[src/rtl/timesync_master_pkg.sv]
// Shared definitions for the board-to-board timesync master: default command codes,
// FSM state encoding and the toggle-period clamp.
package timesync_master_pkg;

    localparam logic [7:0]  CMD_TS_CONFIG_DEF = 8'd0;
    localparam logic [7:0]  CMD_TS_LATCH_DEF  = 8'd0;
    localparam logic [31:0] RSP_TS_LATCH_DEF  = 32'd0;
    localparam logic [63:0] NO_TIME           = 64'hFFFF_FFFF_FFFF_FFFF;

    typedef enum logic [2:0] {
        ST_IDLE    = 3'd0,
        ST_CFG_END = 3'd1,
        ST_WAIT    = 3'd2,
        ST_GUARD   = 3'd3,
        ST_RSP_LO  = 3'd4,
        ST_RSP_HI  = 3'd5,
        ST_RSP_END = 3'd6
    } ts_state_e;

    function automatic logic [31:0] clamp_period(input logic [31:0] v, input logic [31:0] min_p);
        logic [31:0] r;
        if (v == 32'd0) begin
            r = 32'd0;
        end else if (v < min_p) begin
            r = min_p;
        end else begin
            r = v;
        end
        return r;
    endfunction

endpackage

[src/rtl/timesync_period_gen.sv]
// Toggle generator: period register, down-counter, toggle line and the time captured
// at each toggle edge.
module timesync_period_gen
    import timesync_master_pkg::*;
#(
    parameter logic [31:0] DEFAULT_PERIOD = 32'd0,
    parameter logic [31:0] MIN_PERIOD     = 32'd64
) (
    input  logic        clk,
    input  logic        rst_n,
    input  logic        load,
    input  logic [31:0] load_value,
    input  logic [63:0] time_in,
    output logic        pulse_out,
    output logic [63:0] pulse_time,
    output logic        toggle,
    output logic        period_zero
);

    localparam logic [31:0] RST_PERIOD = clamp_period(DEFAULT_PERIOD, MIN_PERIOD);
    localparam logic [31:0] RST_COUNT  = (RST_PERIOD == 32'd0) ? 32'd0 : RST_PERIOD - 32'd1;

    logic [31:0] period_q, period_d;
    logic [31:0] cnt_q, cnt_d;
    logic [31:0] new_period_s;
    logic        pulse_q, pulse_d;
    logic [63:0] pulse_time_q, pulse_time_d;

    // A load restarts the count, so it also suppresses a toggle due on the same edge.
    always_comb begin
        new_period_s = clamp_period(load_value, MIN_PERIOD);
        toggle       = (period_q != 32'd0) && (cnt_q == 32'd0) && !load;
        period_d     = period_q;
        cnt_d        = cnt_q;
        pulse_d      = pulse_q;
        pulse_time_d = pulse_time_q;
        if (load) begin
            period_d = new_period_s;
            cnt_d    = (new_period_s == 32'd0) ? 32'd0 : new_period_s - 32'd1;
        end else if (toggle) begin
            cnt_d        = period_q - 32'd1;
            pulse_d      = !pulse_q;
            pulse_time_d = time_in;
        end else if (period_q != 32'd0) begin
            cnt_d = cnt_q - 32'd1;
        end else begin
            cnt_d = cnt_q;
        end
    end

    always_ff @(posedge clk) begin
        if (!rst_n) begin
            period_q     <= RST_PERIOD;
            cnt_q        <= RST_COUNT;
            pulse_q      <= 1'b0;
            pulse_time_q <= 64'd0;
        end else begin
            period_q     <= period_d;
            cnt_q        <= cnt_d;
            pulse_q      <= pulse_d;
            pulse_time_q <= pulse_time_d;
        end
    end

    assign pulse_out   = pulse_q;
    assign pulse_time  = pulse_time_q;
    assign period_zero = (period_q == 32'd0);

endmodule

[src/rtl/timesync_master.sv]
// Timesync master: drives the toggle and latch lines to slave boards and answers the
// host's latch request with the master time of the toggle that preceded the latch.
module timesync_master
    import timesync_master_pkg::*;
#(
    parameter int unsigned          CMD_BITS       = 8,
    parameter logic [CMD_BITS-1:0]  CMD_TS_CONFIG  = CMD_BITS'(CMD_TS_CONFIG_DEF),
    parameter logic [CMD_BITS-1:0]  CMD_TS_LATCH   = CMD_BITS'(CMD_TS_LATCH_DEF),
    parameter logic [31:0]          RSP_TS_LATCH   = RSP_TS_LATCH_DEF,
    parameter logic [31:0]          DEFAULT_PERIOD = 32'd0,
    parameter logic [31:0]          MIN_PERIOD     = 32'd64,
    parameter int unsigned          GUARD          = 8,
    parameter int unsigned          LATCH_HOLD     = 16
) (
    input  logic                clk,
    input  logic                rst_n,
    input  logic [31:0]         arg_data,
    output logic                arg_advance,
    input  logic [CMD_BITS-1:0] cmd,
    input  logic                cmd_ready,
    output logic                cmd_done,
    output logic [31:0]         param_data,
    output logic                param_write,
    input  logic [63:0]         time_in,
    output logic                timesync_pulse_out,
    output logic                timesync_latch_out
);

    if ((MIN_PERIOD < 32'(2 * GUARD + 4)) || (GUARD < 1) || (LATCH_HOLD < 1)) begin : g_bad_params
        $error("timesync_master: MIN_PERIOD must be >= 2*GUARD+4, GUARD and LATCH_HOLD >= 1");
    end

    // Guard counts to zero, so loading GUARD-1 puts the latch rise exactly GUARD edges after the toggle.
    localparam logic [15:0] GUARD_LOAD = 16'(GUARD - 1);
    localparam logic [15:0] HOLD_LOAD  = 16'(LATCH_HOLD);

    ts_state_e   state_q, state_d;
    logic [15:0] guard_q, guard_d;
    logic [15:0] hold_q, hold_d;
    logic        latch_q, latch_d;
    logic [63:0] snap_q, snap_d;
    logic        arg_advance_q, arg_advance_d;
    logic        cmd_done_q, cmd_done_d;
    logic        param_write_q, param_write_d;
    logic [31:0] param_data_q, param_data_d;
    logic        load_s;
    logic        toggle_s;
    logic        period_zero_s;
    logic [63:0] pulse_time_s;

    timesync_period_gen #(
        .DEFAULT_PERIOD (DEFAULT_PERIOD),
        .MIN_PERIOD     (MIN_PERIOD)
    ) u_gen (
        .clk         (clk),
        .rst_n       (rst_n),
        .load        (load_s),
        .load_value  (arg_data),
        .time_in     (time_in),
        .pulse_out   (timesync_pulse_out),
        .pulse_time  (pulse_time_s),
        .toggle      (toggle_s),
        .period_zero (period_zero_s)
    );

    // Host-visible outputs are registered, so they trail the state that produced them by one edge.
    always_comb begin
        state_d       = state_q;
        guard_d       = guard_q;
        hold_d        = hold_q;
        latch_d       = latch_q;
        snap_d        = snap_q;
        load_s        = 1'b0;
        arg_advance_d = 1'b0;
        cmd_done_d    = 1'b0;
        param_write_d = 1'b0;
        param_data_d  = 32'd0;

        if (hold_q != 16'd0) begin
            hold_d = hold_q - 16'd1;
            if (hold_q == 16'd1) begin
                latch_d = 1'b0;
            end else begin
                latch_d = latch_q;
            end
        end else begin
            hold_d = hold_q;
        end

        case (state_q)
            ST_IDLE: begin
                if (cmd_ready && (cmd == CMD_TS_CONFIG)) begin
                    load_s        = 1'b1;
                    arg_advance_d = 1'b1;
                    state_d       = ST_CFG_END;
                end else if (cmd_ready && (cmd == CMD_TS_LATCH)) begin
                    if (period_zero_s) begin
                        snap_d  = NO_TIME;
                        state_d = ST_RSP_LO;
                    end else begin
                        state_d = ST_WAIT;
                    end
                end else begin
                    state_d = ST_IDLE;
                end
            end
            ST_CFG_END: begin
                cmd_done_d = 1'b1;
                state_d    = ST_IDLE;
            end
            ST_WAIT: begin
                if ((hold_q == 16'd0) && toggle_s) begin
                    guard_d = GUARD_LOAD;
                    state_d = ST_GUARD;
                end else begin
                    state_d = ST_WAIT;
                end
            end
            ST_GUARD: begin
                // The generator's capture still holds the toggle time; no toggle can intervene.
                if (guard_q == 16'd0) begin
                    latch_d = 1'b1;
                    hold_d  = HOLD_LOAD;
                    snap_d  = pulse_time_s;
                    state_d = ST_RSP_LO;
                end else begin
                    guard_d = guard_q - 16'd1;
                end
            end
            ST_RSP_LO: begin
                param_write_d = 1'b1;
                param_data_d  = snap_q[31:0];
                state_d       = ST_RSP_HI;
            end
            ST_RSP_HI: begin
                param_write_d = 1'b1;
                param_data_d  = snap_q[63:32];
                state_d       = ST_RSP_END;
            end
            ST_RSP_END: begin
                param_data_d = RSP_TS_LATCH;
                cmd_done_d   = 1'b1;
                state_d      = ST_IDLE;
            end
            default: begin
                state_d = ST_IDLE;
            end
        endcase
    end

    always_ff @(posedge clk) begin
        if (!rst_n) begin
            state_q       <= ST_IDLE;
            guard_q       <= 16'd0;
            hold_q        <= 16'd0;
            latch_q       <= 1'b0;
            snap_q        <= 64'd0;
            arg_advance_q <= 1'b0;
            cmd_done_q    <= 1'b0;
            param_write_q <= 1'b0;
            param_data_q  <= 32'd0;
        end else begin
            state_q       <= state_d;
            guard_q       <= guard_d;
            hold_q        <= hold_d;
            latch_q       <= latch_d;
            snap_q        <= snap_d;
            arg_advance_q <= arg_advance_d;
            cmd_done_q    <= cmd_done_d;
            param_write_q <= param_write_d;
            param_data_q  <= param_data_d;
        end
    end

    assign arg_advance        = arg_advance_q;
    assign cmd_done           = cmd_done_q;
    assign param_write        = param_write_q;
    assign param_data         = param_data_q;
    assign timesync_latch_out = latch_q;

endmodule
[config.mk]
export PLATFORM = sky130hd
export DESIGN_NAME = timesync_master
export DESIGN_NICKNAME = d
export VERILOG_FILES = /design/src/rtl/timesync_master_pkg.sv /design/src/rtl/timesync_period_gen.sv /design/src/rtl/timesync_master.sv
export SDC_FILE = /design/constraint.sdc
export NUM_CORES = 1
export LEC_CHECK = 0
export ABC_AREA = 1
export CAP_MARGIN = 20
export CORE_MARGIN = 8
export CORE_UTILIZATION = 57
export DETAILED_ROUTE_END_ITERATION = 6
export PLACE_DENSITY = 0.81
export SYNTH_ARGS = -nofsm -noshare
export SYNTH_HDL_FRONTEND = slang
export SYNTH_SLANG_ARGS = --single-unit
[constraint.sdc]
create_clock -name clk -period 2.92 [get_ports clk]
set_input_delay 0.73 -clock clk [delete_from_list [all_inputs] [get_ports clk]]
set_output_delay 0.73 -clock clk [all_outputs]
set_load 0.01 [all_outputs]
==> impl_metrics.env <==
export IMPL_cts_tree="done"
export IMPL_hpwlAfterDp_microns=27250
export IMPL_gp_congestion=0.9662
export IMPL_relSlewSlack_pct=58.87
export IMPL_worstPathArrival_ns=3.23
export IMPL_p_per_area_nw_per_um2=616.2
export IMPL_fin_cells=2505
export IMPL_total_power_mw=10.46
export IMPL_min_period_ns=2.747
export IMPL_drtIter0Drc=1223
export IMPL_wire_per_inst_microns=15.35
export IMPL_path_delay_family="simple AND/OR/NAND/NOR gates"
export IMPL_hold_viol_final=0
export IMPL_die_area_sq_um=28060
export IMPL_outcome="completed"
export IMPL_place_inst=2449
export IMPL_worst_pin_slew_ns=0.6169
export IMPL_rows=55
export IMPL_peakVddDrop_uv=452.9
export IMPL_dr_total_vias=13340
export IMPL_clkTransAtPathRegs_ns=0.06
export IMPL_tns_ns=0
export IMPL_mostFrequentLayoutCells="343 x nor2_1, 276 x nand2_1, 269 x inv_1"
export IMPL_avgSynthCellArea_sq_um=6.755
export IMPL_ys_async_sr_fraction_pct=0
export IMPL_synth_flop_cell="dfxtp_1"
export IMPL_rsz0062_at_grt="true"
export IMPL_cts_root_buf="clkbuf_16"
export IMPL_cts_buffers=28
export IMPL_cts_sinks=264
export IMPL_drc=0
export IMPL_dpl_worst_slack_ns=-0.4337
export IMPL_regToRegStartpoint="u_gen.period_q[22]$_SDFFE_PN0N_"
export IMPL_layout_setup_ws_ns=0.1728
export IMPL_maxCapViolations=0
export IMPL_start_util_pct=57.97
export IMPL_syn_inst=1937
export IMPL_hold_path_class="register to register"
export IMPL_p_leak_nw=7.753
export IMPL_fin_crit_sh_pct=94.08
export IMPL_cp_required_ns=3.40
export IMPL_ys_seq_area_share_pct=40.39
export IMPL_crit_top_cell="nand2_1"
export IMPL_path_buf_inv=3
export IMPL_synthesis_nets=2050
export IMPL_synth_distinct_cells=46
export IMPL_ctsHtreeMaxLevel=1
export IMPL_fmax_mhz=364.0
export IMPL_crit_chain="clkdlybuf4s50_1 > nor2_1 > nand2_1 > nor2_1 > nand2_4 > nand3_4 > nor2_8 > buf_12 > buf_4 > nand3_2 > nand2_2 > nand2_1 > nor2_2 > nand2_1 > nor2_2 > nand2_1 > nand2_1 > nand3_1 > a21oi_2"
export IMPL_worstSetupPathType="input pin to register"
export IMPL_overflow=0
export IMPL_multi_input_area_sq_um=6427
export IMPL_io_buffers=143
export IMPL_critPathMaxFanout=25
export IMPL_drtAntennaViolNets=0
export IMPL_firstDrtPassIters=5
export IMPL_grt_pass1_wl_microns=62300
export IMPL_via_per_inst=5.324
export IMPL_fin_nets=2311
export IMPL_drive_gt1_share_pct=14.59
export IMPL_grt_max_degree=131
export IMPL_clock_latency_ns=0.57
export IMPL_antenna_cells=0
export IMPL_startpoint="cmd[1]"
export IMPL_r2r_slack_ns=0.24
export IMPL_ctsLongestPathBuffers=3
export IMPL_seq_area_sq_um=5285
export IMPL_critical_path_max_stage_delay_ns=0.52
export IMPL_io_pins=144
export IMPL_ys_ff_latch=264
export IMPL_mostFrequentLayoutCell="nor2_1"
export IMPL_yosys_warnings=0
export IMPL_die_h_microns=167.5
export IMPL_area_delta_synth_final_pct=29.71
export IMPL_cp_start_kind="input pin"
export IMPL_grt_total_usage_pct=26.30
export IMPL_nFillCells=1781
export IMPL_skew_ns=0.03216
export IMPL_whs_ns=0.4557
export IMPL_core_sq_um=22570
export IMPL_drv_slew=0
export IMPL_routed_wl_microns=38440
export IMPL_setup_violations=0
export IMPL_postCtsHoldBufs=0
export IMPL_min_from="snap_q[43]$_SDFFE_PN0P_"
export IMPL_grt_pass1_vias=12780
export IMPL_die_x_microns=167.5
export IMPL_antenna_found_initial=0
export IMPL_crit_slowest_cell="clkdlybuf4s50_1"
export IMPL_synth_edf_count=0
export IMPL_netlist_area_sq_um=13080
export IMPL_endpoint_kind="register"
[worst reg2reg max path, cell delays in order (launching register included)]
cell and delay [ns]:
dfxtp_1 0.32, inv_1 0.11, nand2_1 0.06, nor2_1 0.08, nand2_1 0.05, nor2_1 0.22, nand2_1 0.22, nand3_4 0.15
nand2_1 0.07, nand2_1 0.10, ha_2 0.22, nand3_2 0.12, nor2_4 0.19, nand3_4 0.14, nor2_1 0.19, nand3_1 0.10
nand2_1 0.07, nand3_1 0.07, a21oi_1 0.12
[per-stage QoR]
step	area (sq um)	utilization, %
floorplan	13080	-
global placement	15860	70.27
detailed placement	15860	70.27
CTS	16880	74.78
global route	16970	75.19
finish	16970	75.19
[power by group]
group / switching (mW) / internal (mW)
registers: 0.114 / 3.77
logic: 1.62 / 1.11
clock network: 1.53 / 2.31
total: 3.27 / 7.19
[sequential cells by signal (all words and copies together) (netlist names)]
name,cells
arg_advance,1
cmd_done,1
guard_q,16
hold_q,16
param_data,32
param_write,1
snap_q,64
state_q,3
timesync_latch_out,1
u_gen.cnt_q,32
u_gen.period_q,32
u_gen.pulse_out,1
u_gen.pulse_time,64
[routing by layer]
layer  part of all wire (%)  vias up  global-route usage [%]
li1                       -     6731                       -
met1                     44     6055                   34.07
met2                     46      460                   43.59
met3                    6.7       90                   4.632
met4                    3.0        0                   8.929
met5                      0        -                       0
[cells in the mapped netlist, drive strengths merged, types with 2 or more instances]
library cell	n	area [sq um]
a211oi	2	15.01
a21oi	145	755.7
a31oi	14	87.58
buf	15	108.9
clkbuf	71	266.5
dfxtp	264	5285
ha	6	75.07
inv	282	1061
nand2	303	1237
nand3	114	643.1
nand3b	10	87.58
nand4	17	106.4
nor2	368	1500
nor3	17	105.1
nor3b	2	15.01
nor4	3	18.77
o211ai	4	30.03
o21a	3	22.52
o21ai	224	1121
o21bai	2	15.01
o22ai	33	206.5
o31ai	2	15.01
xnor2	8	70.07
xor2	23	201.4
[logic make-up (layout without fill, tap and decap cells)]
logic type | count (synthesis) | count (layout) | synth area share (%)
AND/OR/NAND/NOR | 836 | 836 | 28.48
flip-flops | 264 | 264 | 40.39
adder cells (fa/ha/maj) | 6 | 6 | 0.5738
XOR/XNOR | 31 | 31 | 2.075
AO/OA/AOI/OAI | 431 | 431 | 17.47
buffers and inverters | 369 | 652 | 11.01
[cell type report]
class                           instances  share of cell area (%)
Sequential cell                       264                   31.14
Multi-Input combinational cell       1304                   37.87
Clock inverter                         20                   1.556
Clock buffer                           32                   4.453
Tap cell                              285                   2.101
Inverter                              283                   6.274
Timing Repair Buffer                  317                   16.60
[path summary, 6_finish.rpt]
kind                                                endpoint  depth (start not counted)
worst max-delay path            u_gen.cnt_q[31]$_SDFFE_PN0P_                         19
worst max register to register  u_gen.cnt_q[26]$_SDFFE_PN0P_                         18
worst min register to register       snap_q[43]$_SDFFE_PN0P_                          2
worst min-delay path                 snap_q[43]$_SDFFE_PN0P_                          2
[repair_timing]
action                     4_1_cts  5_1_grt
resized for setup                0       16
setup endpoints to repair        0       27
buffers inserted                 0        4
(Power assumes the default switching activity.)
